**src/rtl/div32_fast_seq.sv**
```systemverilog
// Sequential radix-2 restoring divider producing one quotient bit per cycle.
// A dividend with a zero upper half-word needs only half the iterations.
module div32_fast_seq #(
  parameter int WIDTH = 32
) (
  input  logic             clk,
  input  logic             reset,
  input  logic             start,
  input  logic [WIDTH-1:0] a,
  input  logic [WIDTH-1:0] b,
  output logic             busy,
  output logic             done,
  output logic [WIDTH-1:0] quotient,
  output logic [WIDTH-1:0] remainder,
  output logic             div_by_zero,
  output logic [1:0]       dbg_state_o
);

  localparam int CW   = $clog2(WIDTH + 1);
  localparam int HALF = WIDTH / 2;
  localparam logic [CW-1:0] FULL_CNT = CW'(WIDTH);
  localparam logic [CW-1:0] HALF_CNT = CW'(HALF);

  typedef enum logic [1:0] {
    IDLE = 2'd0,
    ITER = 2'd1,
    FIN  = 2'd2
  } state_t;

  state_t           state_q, state_d;
  logic [CW-1:0]    cnt_q, cnt_d;
  logic [WIDTH-1:0] dvd_q, dvd_d;
  logic [WIDTH-1:0] b_q, b_d;
  logic [WIDTH-1:0] rem_q, rem_d;
  logic [WIDTH-1:0] quo_q, quo_d;
  logic             dbz_q, dbz_d;

  // The trial value is one bit wider than the divisor: the shifted-in
  // partial remainder can exceed 2^WIDTH-1 when b has its MSB set.
  logic [WIDTH:0] trial;
  logic [WIDTH:0] diff;
  logic           fits;

  always_ff @(posedge clk or posedge reset) begin
    if (reset) begin
      state_q <= IDLE;
      cnt_q   <= '0;
      dvd_q   <= '0;
      b_q     <= '0;
      rem_q   <= '0;
      quo_q   <= '0;
      dbz_q   <= 1'b0;
    end else begin
      state_q <= state_d;
      cnt_q   <= cnt_d;
      dvd_q   <= dvd_d;
      b_q     <= b_d;
      rem_q   <= rem_d;
      quo_q   <= quo_d;
      dbz_q   <= dbz_d;
    end
  end

  always_comb begin
    state_d = state_q;
    cnt_d   = cnt_q;
    dvd_d   = dvd_q;
    b_d     = b_q;
    rem_d   = rem_q;
    quo_d   = quo_q;
    dbz_d   = dbz_q;
    trial   = {rem_q, dvd_q[WIDTH-1]};
    diff    = trial - {1'b0, b_q};
    fits    = (trial >= {1'b0, b_q});

    unique case (state_q)
      IDLE: begin
        if (start) begin
          b_d   = b;
          dbz_d = 1'b0;
          if (b == '0) begin
            quo_d   = '1;
            rem_d   = a;
            dbz_d   = 1'b1;
            dvd_d   = a;
            state_d = FIN;
          end else begin
            rem_d   = '0;
            quo_d   = '0;
            state_d = ITER;
            if (a[WIDTH-1:HALF] == '0) begin
              dvd_d = {a[HALF-1:0], {HALF{1'b0}}};
              cnt_d = HALF_CNT;
            end else begin
              dvd_d = a;
              cnt_d = FULL_CNT;
            end
          end
        end
      end
      ITER: begin
        dvd_d = {dvd_q[WIDTH-2:0], 1'b0};
        rem_d = fits ? diff[WIDTH-1:0] : trial[WIDTH-1:0];
        quo_d = {quo_q[WIDTH-2:0], fits};
        cnt_d = cnt_q - 1'b1;
        if (cnt_q == CW'(1)) state_d = FIN;
      end
      FIN:     state_d = IDLE;
      default: state_d = IDLE;
    endcase
  end

  assign busy        = (state_q != IDLE);
  assign done        = (state_q == FIN);
  assign quotient    = quo_q;
  assign remainder   = rem_q;
  assign div_by_zero = dbz_q;
  assign dbg_state_o = state_q;

endmodule

```
**config.mk**
```make
export PLATFORM = sky130hd
export DESIGN_NAME = div32_fast_seq
export DESIGN_NICKNAME = d
export VERILOG_FILES = /design/src/rtl/div32_fast_seq.sv
export SDC_FILE = /design/constraint.sdc
export NUM_CORES = 1
export LEC_CHECK = 0
export BUFFER_PORTS_ARGS = -buffer_cell sky130_fd_sc_hd__buf_2
export CORE_ASPECT_RATIO = 1.2
export CORE_UTILIZATION = 50
export DETAILED_ROUTE_END_ITERATION = 16
export GPL_TIMING_DRIVEN = 0
export PLACE_DENSITY_LB_ADDON = 0.05
export SYNTH_ARGS = -nofsm -noshare
export SYNTH_HDL_FRONTEND = slang
export SYNTH_SLANG_ARGS = --single-unit
```
**constraint.sdc**
```tcl
create_clock -name clk -period 4.4 [get_ports clk]
set_input_delay 0 -clock clk [delete_from_list [all_inputs] [get_ports clk]]
set_output_delay 0 -clock clk [all_outputs]
set_load 0.01 [all_outputs]
```
# After elaboration in Yosys (flattened, before gate mapping)
# Index checks and enable logic that the tools add are counted.
dict set report totals {
  word_cells 45
  ff_bits 137
}
dict set report op_classes {
  add_sub_neg 2
  n_mux 20
  reduce_logical 9
  magnitude_cmp 1
  eq_ne 6
}
# cell n
set ops {}
lappend ops {{32-bit 2-to-1 mux} 8}
lappend ops {{32-bit one-hot mux with 2 select lines} 3}
lappend ops {{33-bit by 32-bit >= comparator with 1-bit output} 1}
lappend ops {{32-bit zero test} 1}
lappend ops {{32-bit subtractor} 1}
lappend ops {{6-bit 2-to-1 mux} 3}
lappend ops {{16-bit zero test} 1}
lappend ops {{6-bit one-hot mux with 2 select lines} 1}
lappend ops {{6-bit by 1-bit == test with 1-bit output, second input constant} 1}
lappend ops {{2-bit 2-to-1 mux} 3}
lappend ops {{2-bit != test, second input constant} 3}
lappend ops {{2-bit AND reduction} 3}
lappend ops {{6-bit by 1-bit subtractor with 6-bit output, second input constant} 1}
lappend ops {{2-bit one-hot mux with 2 select lines} 1}
lappend ops {{2-bit nonzero test} 2}
lappend ops {{3-bit AND reduction} 1}
lappend ops {{2-bit by 1-bit == test with 1-bit output, second input constant} 1}
lappend ops {{2-bit == test, second input constant} 1}
lappend ops {{2-bit zero test} 1}
lappend ops {{1-bit 2-to-1 mux} 1}

# Longest topological paths before layout
dict set report logic_depth {
  depth_word 5
  ltp_mapped 13
  ltp_nobuf 12
}

# Worst setup path before layout
# OpenSTA, ideal clock, no wires.
dict set report synth_path {
  path_type {reg-to-reg}
  start {reg dvd_q[31]}
  end {reg rem_q[30], in the netlist remainder[30]}
  path_slack_ns 1.624
  setup_ns 0.126
  path_buffers 0
  arrival_ns 2.650
  path_stages_with_launch 13
  t_required_ns 4.274
  path_cell_list {dfrtp_1 -> inv_1 -> ha_1 -> inv_1 -> fa_1 -> a21o_1 -> a311o_1 -> a31oi_4 -> nand2_2 -> a311oi_2 -> a21oi_1 -> xor2_1 -> a221o_1}
}
dict set report synth_via {
  elab_chain_len 3
  word_cells_on_any_way 4
  cone_classes {add/sub: 1; order compare: 1; mux: 2}
}
# item line_no
set synth_lines {}
lappend synth_lines {{start, declared} 32} ;# logic [WIDTH-1:0] dvd_q, dvd_d;
lappend synth_lines {{start signal, assigned} 56} ;# dvd_q <= dvd_d;
lappend synth_lines {{32-bit subtractor or 33-bit by 32-bit >= comparator with 1-bit output (tied branches)} {73, 74}}
lappend synth_lines {{32-bit 2-to-1 mux *} 103} ;# rem_d = fits ? diff[WIDTH-1:0] : trial[WIDTH-1:0];
lappend synth_lines {{32-bit one-hot mux with 2 select lines *} 76} ;# unique case (state_q)
lappend synth_lines {{end signal, assigned} 58} ;# rem_q <= rem_d;
lappend synth_lines {{end, declared} 34} ;# logic [WIDTH-1:0] rem_q, rem_d;
# Every way passes the cells marked *; elsewhere a longest branch is shown, timed or not.
# A chain may end at the register's enable or synchronous reset.

# Worst setup path in the final report
# Same ends and word-level chain as after synthesis.

==> PnR_summary.wiki <==
{| class="wikitable"
! Metric !! Value
|-
| Result of the run || complete, no violations
|-
| Number of synthesis warnings || 0
|-
| Share of total power consumed by net switching || 45.7%
|-
| Worst Path Max Fanout || 4
|-
| Total overflow reported by the global router || 0
|-
| Count of hold-fix buffers inserted at cts || 65
|-
| Primary FF master, synth || dfrtp_1
|-
| Die height || 140 µm
|-
| Net count of the finished layout || 1164
|-
| Net count after synthesis || 944
|-
| Clock network latency to the later pin of the worst-skew pair || 0.43 ns
|-
| Normalized max-slew margin || 51.9%
|-
| Layout cells sized above 1 || 19.8%
|-
| Hold/Removal Path Class || input port to register
|-
| Root buffer cell || clkbuf_16
|-
| Peak supply drop || 667 µV
|-
| Starting utilization of the core area || 50.9%
|-
| Number of cells after detailed placement || 1186
|-
| Int Pwr || 4.98 mW
|-
| Number of synthesized flops with an enable pin || 0
|-
| Area growth syn-to-layout || 27.8%
|-
| Combined area of all synthesized cells || 0.00793 mm²
|-
| Via total after detailed routing || 7539
|-
| Number of unique standard cell types used by synthesis || 69
|-
| Global-route wire length before repair || 38.6 mm
|-
| H-tree level count || 4
|-
| Post-route minimum period || 3.10 ns
|-
| Total area of sequential cells || 0.00343 mm²
|-
| Setup TNS || 0 ns
|-
| Total Routed Length || 24.6 mm
|-
| Fraction of registers with async set or reset after synthesis || 100%
|-
| Clock Path Buffers || 2
|-
| Detail-routed via count per cell || 5.88
|-
| Most frequent cells in the layout || buf_2 (152), dfrtp_1 (137), nand2_1 (82)
|-
| Final Hold Vio Count || 0
|-
| Delay-heaviest family, CP || compound AO/OA/AOI/OAI gates
|-
| Register clock-pin slew on the reported worst setup and hold paths || 0.06 ns
|-
| Gr usage total || 31.4%
|-
| Required time at the worst-slack endpoint || 4.71 ns
|-
| Num CTS Buffers || 17
|-
| Net switching power figure || 4.19 mW
|-
| Max Fclk || 322 MHz
|-
| Met1 usage || 39.7%
|-
| Kind of critical path || register to register
|-
| Sum of internal, switching and leakage power || 9.17 mW
|-
| I/O Buffers || 135
|-
| Post-CTS repair timing setup buffer count || 0
|-
| Kind of capture point of the worst setup path || register
|-
| Remaining antenna violation count || 0
|-
| Final non-filler cell total || 1283
|-
| Met2 Use GR || 50.9%
|-
| Met3 Use GR || 5.71%
|-
| Average routed wire per standard cell || 19.2 µm
|-
| Fill cell instance count of the final layout || 1308
|-
| Peak per-stage delay on the critical path || 0.43 ns
|-
| Placeable core region || 0.0156 mm²
|-
| Power density of the placed cells || 905 mW/mm²
|-
| Cell-by-cell listing of the critical path || inv_1, ha_1, inv_1, fa_1, a21o_1, a311o_1, a31oi_4, nand2_2, a311oi_2, a21oi_1, xor2_1, a221o_1
|-
| Number of pins with negative max-slew slack in the final report || 0
|-
| #FFs+latches synth || 137
|-
| Final critical-path setup slack || 1.30 ns
|-
| Busiest layer in global routing || met2
|-
| HPWL after detailed placement || 17.9 mm
|-
| Final number of setup-violating endpoints || 0
|-
| Number of sinks on the clock net || 137
|-
| Crit path buf inv count || 2
|-
| Clock tree skew after final layout || 0.0109 ns
|-
| Endpoint arrival time on the critical path || 3.42 ns
|-
| RSZ-0062 raised after global routing || false
|-
| Actual transition at the worst max-transition pin || 0.722 ns
|-
| Leakage || 4.97 nW
|-
| Cell mode on critical path || inv_1
|-
| Number of gates resized after cts || 0
|-
| Logic gate share of total power || 59.1%
|-
| Portion of total power attributed to sequential cells || 25.1%
|-
| Post-route clock period utilization || 70.5%
|-
| Via count of the first global-routing pass || 7323
|-
| Post-placement setup slack || 1.32 ns
|-
| Placer's final routability congestion estimate || 0.887
|-
| Post-synthesis sequential area ratio || 43.2%
|-
| Proportion of power drawn by the clock network || 15.8%
|-
| Initial detailed-routing violation count || 561
|-
| Pin count of the biggest net entering global routing || 77
|-
| Most common library cell in the layout ignoring fill and taps || buf_2
|-
| CP Launch Type || register
|-
| Number of top-level design ports || 136
|-
| Post-Syn Area per Cell || 9.42 µm²
|-
| Die extent in x || 117 µm
|-
| Iteration count of the initial detailed-routing pass || 6
|-
| Diode count || 0
|-
| Clock tree from TritonCTS || done
|-
| DRC viols || 0
|-
| MaxCap Viol Count || 0
|-
| Number of antenna violations at the first check in global routing || 1
|-
| Multi-input gate area || 0.00401 mm²
|-
| Standard-cell row count || 50
|-
| Cell count after synthesis || 842
|-
| CP max stage cell || a311o_1
|-
| Die Footprint || 0.0164 mm²
|}
-- stage by stage --
stage               utilization (%)  hold WS [ns]  instance area, µm²
floorplan                         -         0.105                7930
global placement               56.9         0.222                8870
detailed placement             57.1         0.183                8900
CTS                            65.1        0.0188               10100
global route                   65.1        0.0824               10100
finish                         65.1        0.0310               10100
-- tightest hold or removal path, delay by kind of cell --
family          cells  cell delay, ns
buf+inv             1            0.12
compound gates      1            0.11
simple gates        2            0.18
-- power groups by stage --
stage	Combinational (mW)	Sequential (mW)	Clock (mW)
5_1_grt	5.98	2.37	1.52
2_1_floorplan	3.88	2.29	0
6_report	5.42	2.30	1.45
4_1_cts	5.40	2.30	1.46
3_5_place_dp	5.31	2.32	0
3_3_place_gp	5.25	2.31	0
-- registers in the layout, summed over array words and instances (netlist names) --
| register | count |
|---|---|
| b_q | 32 |
| dvd_q | 32 |
| quotient | 32 |
| remainder | 32 |
| cnt_q | 6 |
| dbg_state_o | 2 |
| div_by_zero | 1 |
-- synthesized netlist by cell type, types with 3 or more instances --
library cell | instances | area, µm²
a211o_1 | 12 | 105
a211oi_1 | 3 | 22.5
a21o_1 | 16 | 120
a21oi_1 | 60 | 300
a221o_1 | 33 | 330
a222oi_1 | 15 | 150
a22o_1 | 11 | 96.3
a22oi_1 | 32 | 240
a31oi_1 | 5 | 31.3
and3_1 | 8 | 50.1
buf_1 | 5 | 18.8
buf_2 | 17 | 85.1
clkbuf_1 | 30 | 113
dfrtp_1 | 137 | 3430
ha_1 | 34 | 425
inv_1 | 59 | 221
mux2_4 | 3 | 45.0
mux2i_1 | 16 | 160
nand2_1 | 82 | 308
nand2b_1 | 6 | 37.5
nand3_1 | 5 | 25.0
nand4_1 | 10 | 62.6
nor2_1 | 39 | 146
nor2b_1 | 4 | 25.0
nor3_1 | 13 | 65.1
nor4_1 | 12 | 75.1
o21ai_0 | 72 | 360
o21ai_1 | 12 | 60.1
o21bai_1 | 5 | 37.5
o31ai_1 | 4 | 30.0
or2_2 | 3 | 18.8
xnor2_1 | 13 | 114
xor2_1 | 18 | 158
-- logic make-up (layout without fill, tap and decap cells) --
family          after synthesis  count (layout)  share of synthesized area [%]
flops                       137             137                           43.2
buf+inv                     116             349                           6.18
simple gates                198             198                           12.1
mux                          19              19                           2.59
compound gates              306             306                           26.9
xor+xnor                     31              31                           3.42
fa+ha+maj                    35              35                           5.62
-- path summary, 6_finish.rpt --
path	start	to	slack [ns]	depth (start not counted)
max	dvd_q[31]$_DFFE_PP0P_	remainder[30]$_DFFE_PP0P_	1.30	12
min	start	dbg_state_o[1]$_DFFE_PP0P_	0.03	4
max reg2reg	dvd_q[31]$_DFFE_PP0P_	remainder[30]$_DFFE_PP0P_	1.30	12
min reg2reg	div_by_zero$_DFFE_PP0P_	div_by_zero$_DFFE_PP0P_	0.48	1
max in group asynchronous	reset	b_q[27]$_DFFE_PP0P_	3.40	4
min in group asynchronous	reset	dvd_q[18]$_DFFE_PP0P_	0.25	3
-- layout make-up --
class,count,area share [%]
Multi-Input combinational cell,589,39.6
Sequential cell,137,33.8
Timing Repair Buffer,201,13.4
Clock buffer,17,4.20
Buffer,57,2.65
Tap cell,208,2.57
Inverter,59,2.23
Clock inverter,15,1.60
-- layer usage --
layer / routed length [µm] / vias up
met2: 12000 / 309
met1: 10200 / 3600
met3: 1450 / 67
met5: 13 / -
li1: - / 3561
met4: 962 / 2
No activity file was read; power rests on OpenSTA's default activity.
